$ cat config.mk
export PLATFORM = sky130hd
export DESIGN_NAME = score_bcd_encoder
export DESIGN_NICKNAME = d
export VERILOG_FILES = /design/src/rtl/score_bcd_encoder.sv
export SDC_FILE = /design/constraint.sdc
export NUM_CORES = 1
export LEC_CHECK = 0
export ABC_AREA = 1
export BUFFER_PORTS_ARGS = -buffer_cell sky130_fd_sc_hd__buf_4
export CORE_MARGIN = 8
export CORE_UTILIZATION = 55
export CTS_CLUSTER_SIZE = 10
export DETAILED_ROUTE_END_ITERATION = 10
export GPL_TIMING_DRIVEN = 0
export PLACE_DENSITY_LB_ADDON = 0.05
export SYNTH_ARGS = -nofsm -noshare
export SYNTH_HDL_FRONTEND = slang
export SYNTH_SLANG_ARGS = --single-unit
$ cat constraint.sdc
create_clock -name clk -period 3.1 [get_ports clk]
set_clock_uncertainty 0.15 [all_clocks]
set_input_delay 0.62 -clock clk [delete_from_list [all_inputs] [get_ports clk]]
set_output_delay 0.62 -clock clk [all_outputs]
set_load 0.01 [all_outputs]
$ cat src/rtl/score_bcd_encoder.sv
// Binary score to three BCD digit codes using a one-bit-per-clock double-dabble engine.
// New digits are committed only on startOfFrame so a displayed score never tears mid-frame.
module score_bcd_encoder #(
  parameter int WIDTH         = 8,
  parameter bit BLANK_LEADING = 1'b0
) (
  input  logic             clk,
  input  logic             resetN,
  input  logic             startOfFrame,
  input  logic             load,
  input  logic [WIDTH-1:0] value,
  output logic [3:0]       hundreds,
  output logic [3:0]       tens,
  output logic [3:0]       ones,
  output logic             digitsValid,
  output logic             busy
);

  localparam int CNT_W = $clog2(WIDTH + 1);

  typedef enum logic [1:0] {IDLE, SHIFT, WAIT_FRAME} state_t;

  state_t             state, state_n;
  logic [WIDTH-1:0]   bin;
  logic [11:0]        bcd;
  logic [CNT_W-1:0]   cnt;
  logic               pending;
  logic [WIDTH-1:0]   pend_val;

  logic               start_conv;
  logic [WIDTH-1:0]   start_val;
  logic               commit;
  logic [11:0]        bcd_adj;
  logic [11+WIDTH:0]  shifted;
  logic [3:0]         hun_code, ten_code;

  // Each nibble is corrected independently; a corrected nibble never exceeds 4'hC, so no carry escapes.
  function automatic logic [11:0] add3(input logic [11:0] b);
    logic [11:0] r;
    r = b;
    for (int i = 0; i < 3; i++) begin
      if (b[4*i +: 4] >= 4'd5) r[4*i +: 4] = b[4*i +: 4] + 4'd3;
    end
    return r;
  endfunction

  always_comb begin
    // NOTE: every always_comb output gets a default first so no path can infer a latch.
    state_n    = state;
    start_conv = 1'b0;
    start_val  = value;
    commit     = 1'b0;
    bcd_adj    = add3(bcd);
    shifted    = {bcd_adj, bin} << 1;
    unique case (state)
      IDLE: begin
        // A request captured on the last commit edge is started here if no fresh load arrives.
        if (load || pending) begin
          start_conv = 1'b1;
          start_val  = load ? value : pend_val;
          state_n    = SHIFT;
        end
      end
      SHIFT: begin
        if (cnt == CNT_W'(WIDTH - 1)) state_n = WAIT_FRAME;
      end
      WAIT_FRAME: begin
        if (startOfFrame) begin
          commit = 1'b1;
          if (pending) begin
            start_conv = 1'b1;
            start_val  = pend_val;
            state_n    = SHIFT;
          end else begin
            state_n = IDLE;
          end
        end
      end
      default: state_n = IDLE;
    endcase
  end

  always_comb begin
    hun_code = bcd[11:8];
    ten_code = bcd[7:4];
    if (BLANK_LEADING && bcd[11:8] == 4'd0) begin
      hun_code = 4'hF;
      if (bcd[7:4] == 4'd0) ten_code = 4'hF;
    end
  end

  // NOTE: sequential state uses non-blocking assignments so every register samples pre-edge values.
  always_ff @(posedge clk or negedge resetN) begin
    if (!resetN) state <= IDLE;
    else         state <= state_n;
  end

  always_ff @(posedge clk or negedge resetN) begin
    if (!resetN) begin
      bin      <= '0;
      bcd      <= '0;
      cnt      <= '0;
      pending  <= 1'b0;
      pend_val <= '0;
    end else begin
      if (start_conv) begin
        bin <= start_val;
        bcd <= '0;
        cnt <= '0;
      end else if (state == SHIFT) begin
        {bcd, bin} <= shifted;
        cnt        <= cnt + 1'b1;
      end

      // A conversion start consumes the pending request; a load outside IDLE (re)arms it.
      if (start_conv) pending <= 1'b0;
      if (load && state != IDLE) begin
        pending  <= 1'b1;
        pend_val <= value;
      end
    end
  end

  always_ff @(posedge clk or negedge resetN) begin
    if (!resetN) begin
      hundreds    <= 4'd0;
      tens        <= 4'd0;
      ones        <= 4'd0;
      digitsValid <= 1'b0;
    end else if (commit) begin
      hundreds    <= hun_code;
      tens        <= ten_code;
      ones        <= bcd[3:0];
      digitsValid <= 1'b1;
    end
  end

  assign busy = (state != IDLE);

endmodule
== Word-level counts from Yosys, hierarchy flattened ==
Cells that the tools add are included.

* Reduce and logical (&&, ||, !) cells: 7
* Equal/unequal tests: 6
* Order comparisons: 3
* $add $sub $neg: 4
* Multiplexer cells: 27
* Multiply operators: 0
* Bitwise operators: 0
* Div/mod/pow operators: 0
* Shift operators: 0

{| class="wikitable"
|+ Operator list
! operator !! count
|-
| 8-bit 2-to-1 mux || 6
|-
| 12-bit 2-to-1 mux || 2
|-
| 4-bit 2-to-1 mux || 4
|-
| 8-bit one-hot mux with 2 select lines || 1
|-
| 4-bit by 3-bit greater-or-equal comparator with 1-bit output, second input constant || 3
|-
| 4-bit by 2-bit adder with 4-bit output, second input constant || 2
|-
| 1-bit 2-to-1 mux || 8
|-
| 2-bit 2-to-1 mux || 3
|-
| 2-bit inequality test, second input constant || 3
|-
| 2-bit one-hot mux with 3 select lines || 1
|-
| 2-bit nonzero test || 3
|-
| 4-bit by 1-bit adder with 4-bit output, second input constant || 1
|-
| 4-bit by 3-bit == test with 1-bit output, second input constant || 1
|-
| 3-bit by 2-bit adder with 3-bit output, second input constant || 1
|-
| 3-bit 2-to-1 mux || 1
|-
| 3-bit AND reduction || 1
|-
| 2-bit by 1-bit == test with 1-bit output, second input constant || 1
|-
| 2-bit == test, second input constant || 1
|-
| 2-bit logical NOT || 1
|-
| 1-bit one-hot mux with 2 select lines || 1
|-
| 1-bit logical AND || 1
|-
| 1-bit logical OR || 1
|}

* Output and inout bits: 14
* Word-level logic and storage cells: 57
* Memories kept: 0
* Bits in writable memories: 0
* Register bits after elaboration: 48
* Bits in read-only memories: 0
* Bits in latches: 0
* Input port bits: 12

== Logic depth before layout (Yosys ltp) ==
Gate-level depths: netlist of the first run.

* Word-level depth: 5
* Depth in mapped cells: 9
* Mapped depth without buffers: 8

== Worst setup path before layout of the first run ==
OpenSTA, ideal clock, no wires.

* Kind: in2reg
* Start: input port startOfFrame
* End: register bin[1]
* Setup slack: 1.434 ns
* Data required time: 2.834 ns
* Arrival time: 1.399 ns
* Stages on the path: 8
* Library setup time: 0.116 ns
* Path buffers: 2
* Path through: buf_2 -> nand2_1 -> buf_2 -> nor2_1 -> nor2_1 -> o21ai_0 -> nand2_1 -> nand2_1

* Cells in the longest elaborated chain, start to end: 3
* Elaborated cells between the ends (all ways): 6
* Classes of those cells: mux (5); reduce/logical (1)

{| class="wikitable"
|+ Ends and longest elaborated chain
! element !! RTL line !! source
|-
| from (decl) || 9 || <nowiki>input logic startOfFrame,</nowiki>
|-
| 8-bit 2-to-1 mux / 1-bit 2-to-1 mux (equally long branches) || 68 || <nowiki>if (startOfFrame) begin</nowiki>
|-
| 8-bit one-hot mux with 2 select lines / 1-bit one-hot mux with 2 select lines (equally long branches) || 55 || <nowiki>unique case (state)</nowiki>
|-
| 8-bit 2-to-1 mux / 2-bit nonzero test (equally long branches) || n/a ||
|-
| to (signal assigned) || 107 || <nowiki>bin <= start_val;</nowiki>
|-
| to (signal assigned) || 111 || <nowiki>{bcd, bin} <= shifted;</nowiki>
|-
| to (decl) || 24 || <nowiki>logic [WIDTH-1:0] bin;</nowiki>
|}

Several ways; a longest one is shown, not always the timed one.
A chain may end at the register's enable or synchronous reset.

== Worst setup path in the final report of the first run ==
* Start: register state[0]
* End: output port busy

* Cells in the longest elaborated chain, start to end: 1

{| class="wikitable"
|+ Ends and longest elaborated chain
! element !! RTL line !! source
|-
| from (decl) || 23 || <nowiki>state_t state, state_n;</nowiki>
|-
| from (signal assigned) || 95 || <nowiki>else state <= state_n;</nowiki>
|-
| 2-bit nonzero test || 138 || <nowiki>assign busy = (state != IDLE);</nowiki>
|-
| to (decl) || 16 || <nowiki>output logic busy</nowiki>
|}

No other way between the ends.

==> impl_metrics.yaml, run 1 <==
detailed_routing:
  avgViaCountPerCell: 5.219
  drc: 0
  wl_um: 5212
  avgRoutedWirePerCell_um: 12.53
  first_pass_iters: 4
  postRouteAntennaNets: 0
  drt_iter0_drc: 97
  vias: 2171
grt:
  gr-total-overflow: 0
  grt_max_degree: 49
  grt_pass1_wl_um: 9308
  grt_usage_pct: 15.42
  grt_pass1_vias: 2057
  antenna_found_initial: 0
cells_and_area:
  fillers: 401
  seqCellArea_mm2: 0.001201
  stdcell_count: 416
  drive_gt1_share_pct: 14.84
  num-nets-final: 383
  diodes: 0
  area_growth_pct: 12.78
  multi_input_area_mm2: 0.001126
synthesis:
  synth_edf_count: 0
  yosysTopAreaCell: "dfrtp_1"
  postSynthAreaPerCell_um2: 7.673
  ys_types: 25
  synthSimpleGateAreaFrac_pct: 31.73
  synth_top_family_by_area: "simple AND/OR/NAND/NOR gates"
  synth.top_cell.area_share_pct: 47.01
  seq_area_frac_synth_pct: 47.01
  synth_compound_area_share_pct: 8.913
  synth.area.top_cells: "dfrtp_1 (47%), nand2_1 (16%), nand3_1 (8.4%), o21ai_0 (7.2%), inv_1 (5.4%)"
  synth_flop_cell: "dfrtp_1"
  synthMuxAreaShare_pct: 0
  synth.cell_area_mm2: 0.002555
  synth_fa_ha_area_share_pct: 3.428
  synth_cells: 333
  ys_ff_latch: 48
  syn-num-nets: 352
  async_reset_ff_share_pct: 100.0
  synth-xor-area-share_pct: 0
  yosys_warnings: 0
worst_setup_path:
  critPathMaxFanout: 4
  r2r-end: "bcd[7]"
  startpoint_type: "flip-flop"
  cp-startpoint: "state[0]"
  worstSetupEndpointType: "primary output"
  cp.required_ns: 2.33
  crit_arrival_ns: 1.14
  worstReg2RegStart: "pending"
  critPathKind: "flip-flop to primary output"
  r2r_slack_ns: 1.41
  ff2ff_path_depth: 7
sta:
  finalHoldViolations: 0
  fmax_mhz: 524.2
  fin_crit_sh_pct: 61.54
  slew_headroom_pct: 60.94
  setup-tns-final_ns: 0
  layout_setup_ws_ns: 1.192
  rsz0062_at_grt: "no"
  setup_viol: 0
  holdWs_ns: 0.1741
  tightest_slew_ns: 0.5859
  fin_crit_ns: 1.908
  report.final.slew_viol_count: 0
power_and_ir_drop:
  ir_worst_vdd_v: 0.0006268
  leakagePower_nw: 1.510
  p_total_mw: 2.658
  power_density_mw_per_mm2: 922.4
placement:
  dp.final_hpwl_um: 3766
  place_congestion: 0.8079
  dp.cells: 409
  dp_slack_ns: 1.100
  port_buffers: 24
floorplan:
  start_util_pct: 57.88
  dieArea_mm2: 0.007082
  die_w_um: 84.16
  rows: 24
  die_h_um: 84.16
  core_area_mm2: 0.004414
  io-pin-count: 26
clocking:
  h-tree-depth: 2
  hold_buffers: 0
  cts_setup_buffers: 0
  cts_buffers: 5
  cts_resized: 0
  cts.sink_count: 48
  clockBufferDepth: 2
  clkLatencyLatePin_ns: 0.30
  clkTransAtPathRegs_ns: 0.09
  cts_root_buf: "clkbuf_8"
  cts_tree: "done"
worst_hold_path:
  hold_class: "input port to asynchronous set/reset pin"
status:
  status: "complete, no violations"
job:
  cap_violations: 0
-- power by group --
group | leakage [nW] | switching [mW] | internal [mW]
clock network | 0.0400 | 0.207 | 0.153
registers | 0.601 | 0.182 | 0.879
logic | 0.869 | 0.745 | 0.492
-- per-stage QoR --
stage / util, % / cell area [um^2]
2_1_floorplan: - / 2555
4_1_cts: 65.28 / 2882
3_5_place_dp: 63.44 / 2800
5_1_grt: 65.28 / 2882
6_report: 65.28 / 2882
3_3_place_gp: 63.44 / 2800
-- synth_stat cells, types with 3 or more instances --
library cell and count:
ha_1 7, o21ai_0 37, nand2_1 110, nand3_1 43, nor3_1 4, inv_2 4, o21ai_1 4, nand2_2 4
inv_1 37, dfrtp_1 48, o211ai_1 3, buf_2 4, nor2_1 12
-- routing by layer --
layer  share of wire [%]  track usage (%)
met3                 3.7            3.478
met1                  49            20.22
met5                   0                0
met2                  47            24.58
met4                0.84            4.867
-- sequential cells by signal, indices dropped and copies added, names as in the netlist --
register,count
pend_val,8
ones,4
state,2
bin,8
digitsValid,1
hundreds,4
bcd,12
cnt,4
tens,4
pending,1
-- critical path: stages (launching register included) --
cell,delay [ns]
dfrtp_1,0.50
inv_2,0.06
nand2_1,0.14
buf_4,0.14
-- cells by family (layout without fill, tap and decap cells) --
logic type                 count (synthesis)  count (layout)
buffers and inverters                     52              83
DFF                                       48              48
AOI/OAI and AO/OA                         44              44
and+or+nand+nor                          182             182
adders and majority gates                  7               7
-- worst max path at each step --
stage / end / slack (ns) / cells after the start
final: busy / 1.19 / 3
after global routing: busy / 1.15 / 3
after CTS: busy / 1.19 / 3
after detailed placement: bcd[3] / 1.10 / 7
after global placement: bcd[3] / 1.14 / 7
after floorplan: bin[1] / 1.43 / 8
-- layout by cell type (no fill, tap or decap) --
cell        netlist  layout
buf_2             4       4
buf_4             2      26
buf_6             1       1
buf_8             1       1
clkbuf_1          2       2
clkbuf_2          1       1
clkbuf_8          0       5
clkinv_2          0       1
clkinvlp_4        0       1
dfrtp_1          48      48
ha_1              7       7
inv_1            37      37
inv_2             4       4
nand2_1         110     110
nand2_2           4       4
nand2_4           2       2
nand3_1          43      43
nand3b_1          1       1
nand4_1           2       2
nor2_1           12      12
nor2_2            1       1
nor2_4            1       1
nor2_8            1       1
nor3_1            4       4
nor3b_2           1       1
o211ai_1          3       3
o21ai_0          37      37
o21ai_1           4       4
-- layout make-up --
type	count	area share [%]
flip-flops and latches	48	41.68
multi-input cells	233	39.08
repair buffers	24	6.253
inverters	41	5.341
plain buffers	11	2.562
clock buffers	5	2.388
well taps	52	2.258
clock inverters	2	0.4342
Note: power is estimated with default switching activity, not from simulation.
==> run 2, diff against run 1 <==
--- a/config.mk
+++ b/config.mk
@@ -5,10 +5,10 @@
 export SDC_FILE = /design/constraint.sdc
 export NUM_CORES = 1
 export LEC_CHECK = 0
-export ABC_AREA = 1
+export ABC_AREA = 0
 export BUFFER_PORTS_ARGS = -buffer_cell sky130_fd_sc_hd__buf_4
 export CORE_MARGIN = 8
-export CORE_UTILIZATION = 55
+export CORE_UTILIZATION = 52
 export CTS_CLUSTER_SIZE = 10
 export DETAILED_ROUTE_END_ITERATION = 10
 export GPL_TIMING_DRIVEN = 0
==> constraint.sdc (replaced) <==
create_clock -name clk -period 1.7 [get_ports clk]
set_clock_uncertainty 0.15 [all_clocks]
set_input_delay 0.34 -clock clk [delete_from_list [all_inputs] [get_ports clk]]
set_output_delay 0.34 -clock clk [all_outputs]
set_load 0.01 [all_outputs]
==> run 2 against run 1 <==
Design area is 3.5% lower. Synthesized area is 7.4% lower. Power is 66% higher.
==> impl_metrics.yaml, run 2 <==
status:
  status: "complete, no violations"
clocking:
  cts.sink_count: 48
  cts_buffers: 5
  clockBufferDepth: 2
  clkLatencyLatePin_ns: 0.30
  h-tree-depth: 2
  clkTransAtPathRegs_ns: 0.08
  cts_root_buf: "clkbuf_8"
  cts_tree: "done"
synthesis:
  synth_cells: 207
  synth.area.top_cells: "dfrtp_1 (51%), mux2_2 (6.7%), ha_1 (3.7%), nand2_1 (3.5%), o21ai_0 (3.4%)"
  yosys_warnings: 0
  ys_types: 41
  syn-num-nets: 226
  ys_top_cells_by_count: "dfrtp_1 (48), nand2_1 (22), o21ai_0 (16), mux2_2 (14), inv_1 (8)"
  synth_edf_count: 0
  yosysTopAreaCell: "dfrtp_1"
  synth.top_cell.area_share_pct: 50.79
  synth_flop_cell: "dfrtp_1"
  postSynthAreaPerCell_um2: 11.42
  ys_ff_latch: 48
  synth.cell_area_mm2: 0.002365
  async_reset_ff_share_pct: 100.0
  synth_most_common_cell: "dfrtp_1"
  seq_area_frac_synth_pct: 50.79
cells_and_area:
  diodes: 0
  num-nets-final: 261
  finish.utilization_pct: 63.85
  layout_common_cells: "dfrtp_1 (48), buf_4 (28), nand2_1 (22), o21ai_0 (16), mux2_2 (14)"
  fillers: 358
  reg_top3: "bcd (12), bin (8), pend_val (8)"
  area_growth_pct: 17.57
  layout_commonest_cell: "dfrtp_1"
  regMostFlops: "bcd"
  drive_gt1_share_pct: 34.98
  largest_register_ffs: 12
grt:
  antenna_found_initial: 0
  grt_usage_pct: 13.18
  grt_pass1_vias: 1672
  met3_usage_pct: 4.395
  grt_max_degree: 49
  gr-total-overflow: 0
  met1_usage_pct: 15.54
  met2_usage_pct: 21.71
  grt_pass1_wl_um: 7610
  top_usage_layer: "met2"
worst_setup_path:
  path_cells: "buf_6 > or2_4 > buf_6"
  slowest_delay_ns: 0.40
  critPathKind: "flip-flop to primary output"
  startpoint_type: "flip-flop"
  cp_slowest_cell: "dfrtp_1"
  worstSetupEndpointType: "primary output"
  path_delay_family: "flip-flops"
  crit_top_cell: "buf_6"
  worst-path-buf-inv: 2
  critPathMaxFanout: 9
  cp.required_ns: 1.21
  crit_arrival_ns: 1.20
power_and_ir_drop:
  ir_worst_vdd_v: 0.0006940
  power_density_mw_per_mm2: 1588
  leakagePower_nw: 1.328
detailed_routing:
  avgRoutedWirePerCell_um: 15.33
  postRouteAntennaNets: 0
  avgViaCountPerCell: 5.519
  drt_iter0_drc: 86
  wl_um: 4522
  drc: 0
  vias: 1628
  first_pass_iters: 4
floorplan:
  core_area_mm2: 0.004354
  dieArea_mm2: 0.006961
  die_h_um: 83.44
  io-pin-count: 26
  rows: 24
  start_util_pct: 54.31
  die_w_um: 83.44
placement:
  port_buffers: 25
  dp.final_hpwl_um: 3275
  place_congestion: 0.8059
sta:
  fin_crit_ns: 1.693
  tightest_slew_ns: 0.6036
  fmax_mhz: 590.7
  setup-tns-final_ns: 0
  holdWs_ns: 0.1309
  rsz0062_at_grt: "yes"
  report.final.slew_viol_count: 0
  setup_viol: 0
  finalHoldViolations: 0
  slew_headroom_pct: 59.76
  fin_crit_sh_pct: 99.59
worst_hold_path:
  hold_class: "input port to flip-flop"
job:
  cap_violations: 0
run 2: cell count changes after synthesis, moves of 5 or more:
cell	change
a21oi_1	+6
nand3_1	-38
nand2b_1	+5
nor2_1	-6
o211ai_2	+5
mux2_2	+14
nand2_1	-88
a22oi_2	+6
o21ai_0	-21
a22o_1	+6
inv_1	-29
run 2: power by group:
| group | switching (mW) | internal [mW] |
|---|---|---|
| Clock | 0.371 | 0.437 |
| Combinational | 0.957 | 0.879 |
| Sequential | 0.251 | 1.52 |
run 2: path summary, 6_finish.rpt:
path	slack, ns	end	cells after the start	start
max reg2reg	0.10	bin[7]	6	state[1]
min in group asynchronous	0.43	digitsValid	2	resetN
max in group asynchronous	0.56	pend_val[1]	2	resetN
min	0.13	pend_val[1]	2	value[1]
min reg2reg	0.32	digitsValid	1	digitsValid
max	0.007	busy	3	state[1]
run 2: final cells by class:
class	count	area, um^2	area share, %
Inverter	8	30.03	1.080
Sequential cell	48	1201	43.20
Tap cell	52	65.06	2.340
Clock buffer	6	72.57	2.610
Timing Repair Buffer	28	216.5	7.786
Multi-Input combinational cell	140	1081	38.88
Buffer	11	78.83	2.835
Clock inverter	2	35.03	1.260
run 2: layer usage:
layer / share of wire (%) / up-vias
li1: - / 804
met1: 45 / 793
met2: 49 / 25
met3: 4.1 / 6
met4: 1.3 / 0
met5: 0 / -
run 2: logic make-up after synthesis:
| group | share of synthesized area, % |
|---|---|
| XOR/XNOR | 2.593 |
| flip-flops | 50.79 |
| AO/OA/AOI/OAI | 18.89 |
| AND/OR/NAND/NOR | 11.27 |
| adder cells (fa/ha/maj) | 3.704 |
| multiplexers | 8.360 |
| buffers and inverters | 4.391 |
run 2: what timing repair did:
| item | 4_1_cts | 5_1_grt |
|---|---|---|
| setup buffers | 1 | 1 |
| endpoints found under the setup margin | 2 | 14 |
| hold endpoints to repair | 48 | 0 |
| hold buffers | 1 | 0 |
| pin swaps | 0 | 2 |
| resized for setup | 3 | 8 |
run 2: stage by stage:
stage | power [mW] | worst slack (ns) | instances | instance area (um^2)
6_report | 4.415 | 0.007042 | 295 | 2780
5_1_grt | 4.748 | -0.03686 | 295 | 2780
4_1_cts | 4.425 | -0.01007 | 294 | 2753
3_5_place_dp | 3.573 | -0.01684 | 284 | 2618
3_3_place_gp | 3.484 | 0.03233 | 284 | 2618
2_1_floorplan | 3.075 | 0.1166 | 207 | 2365
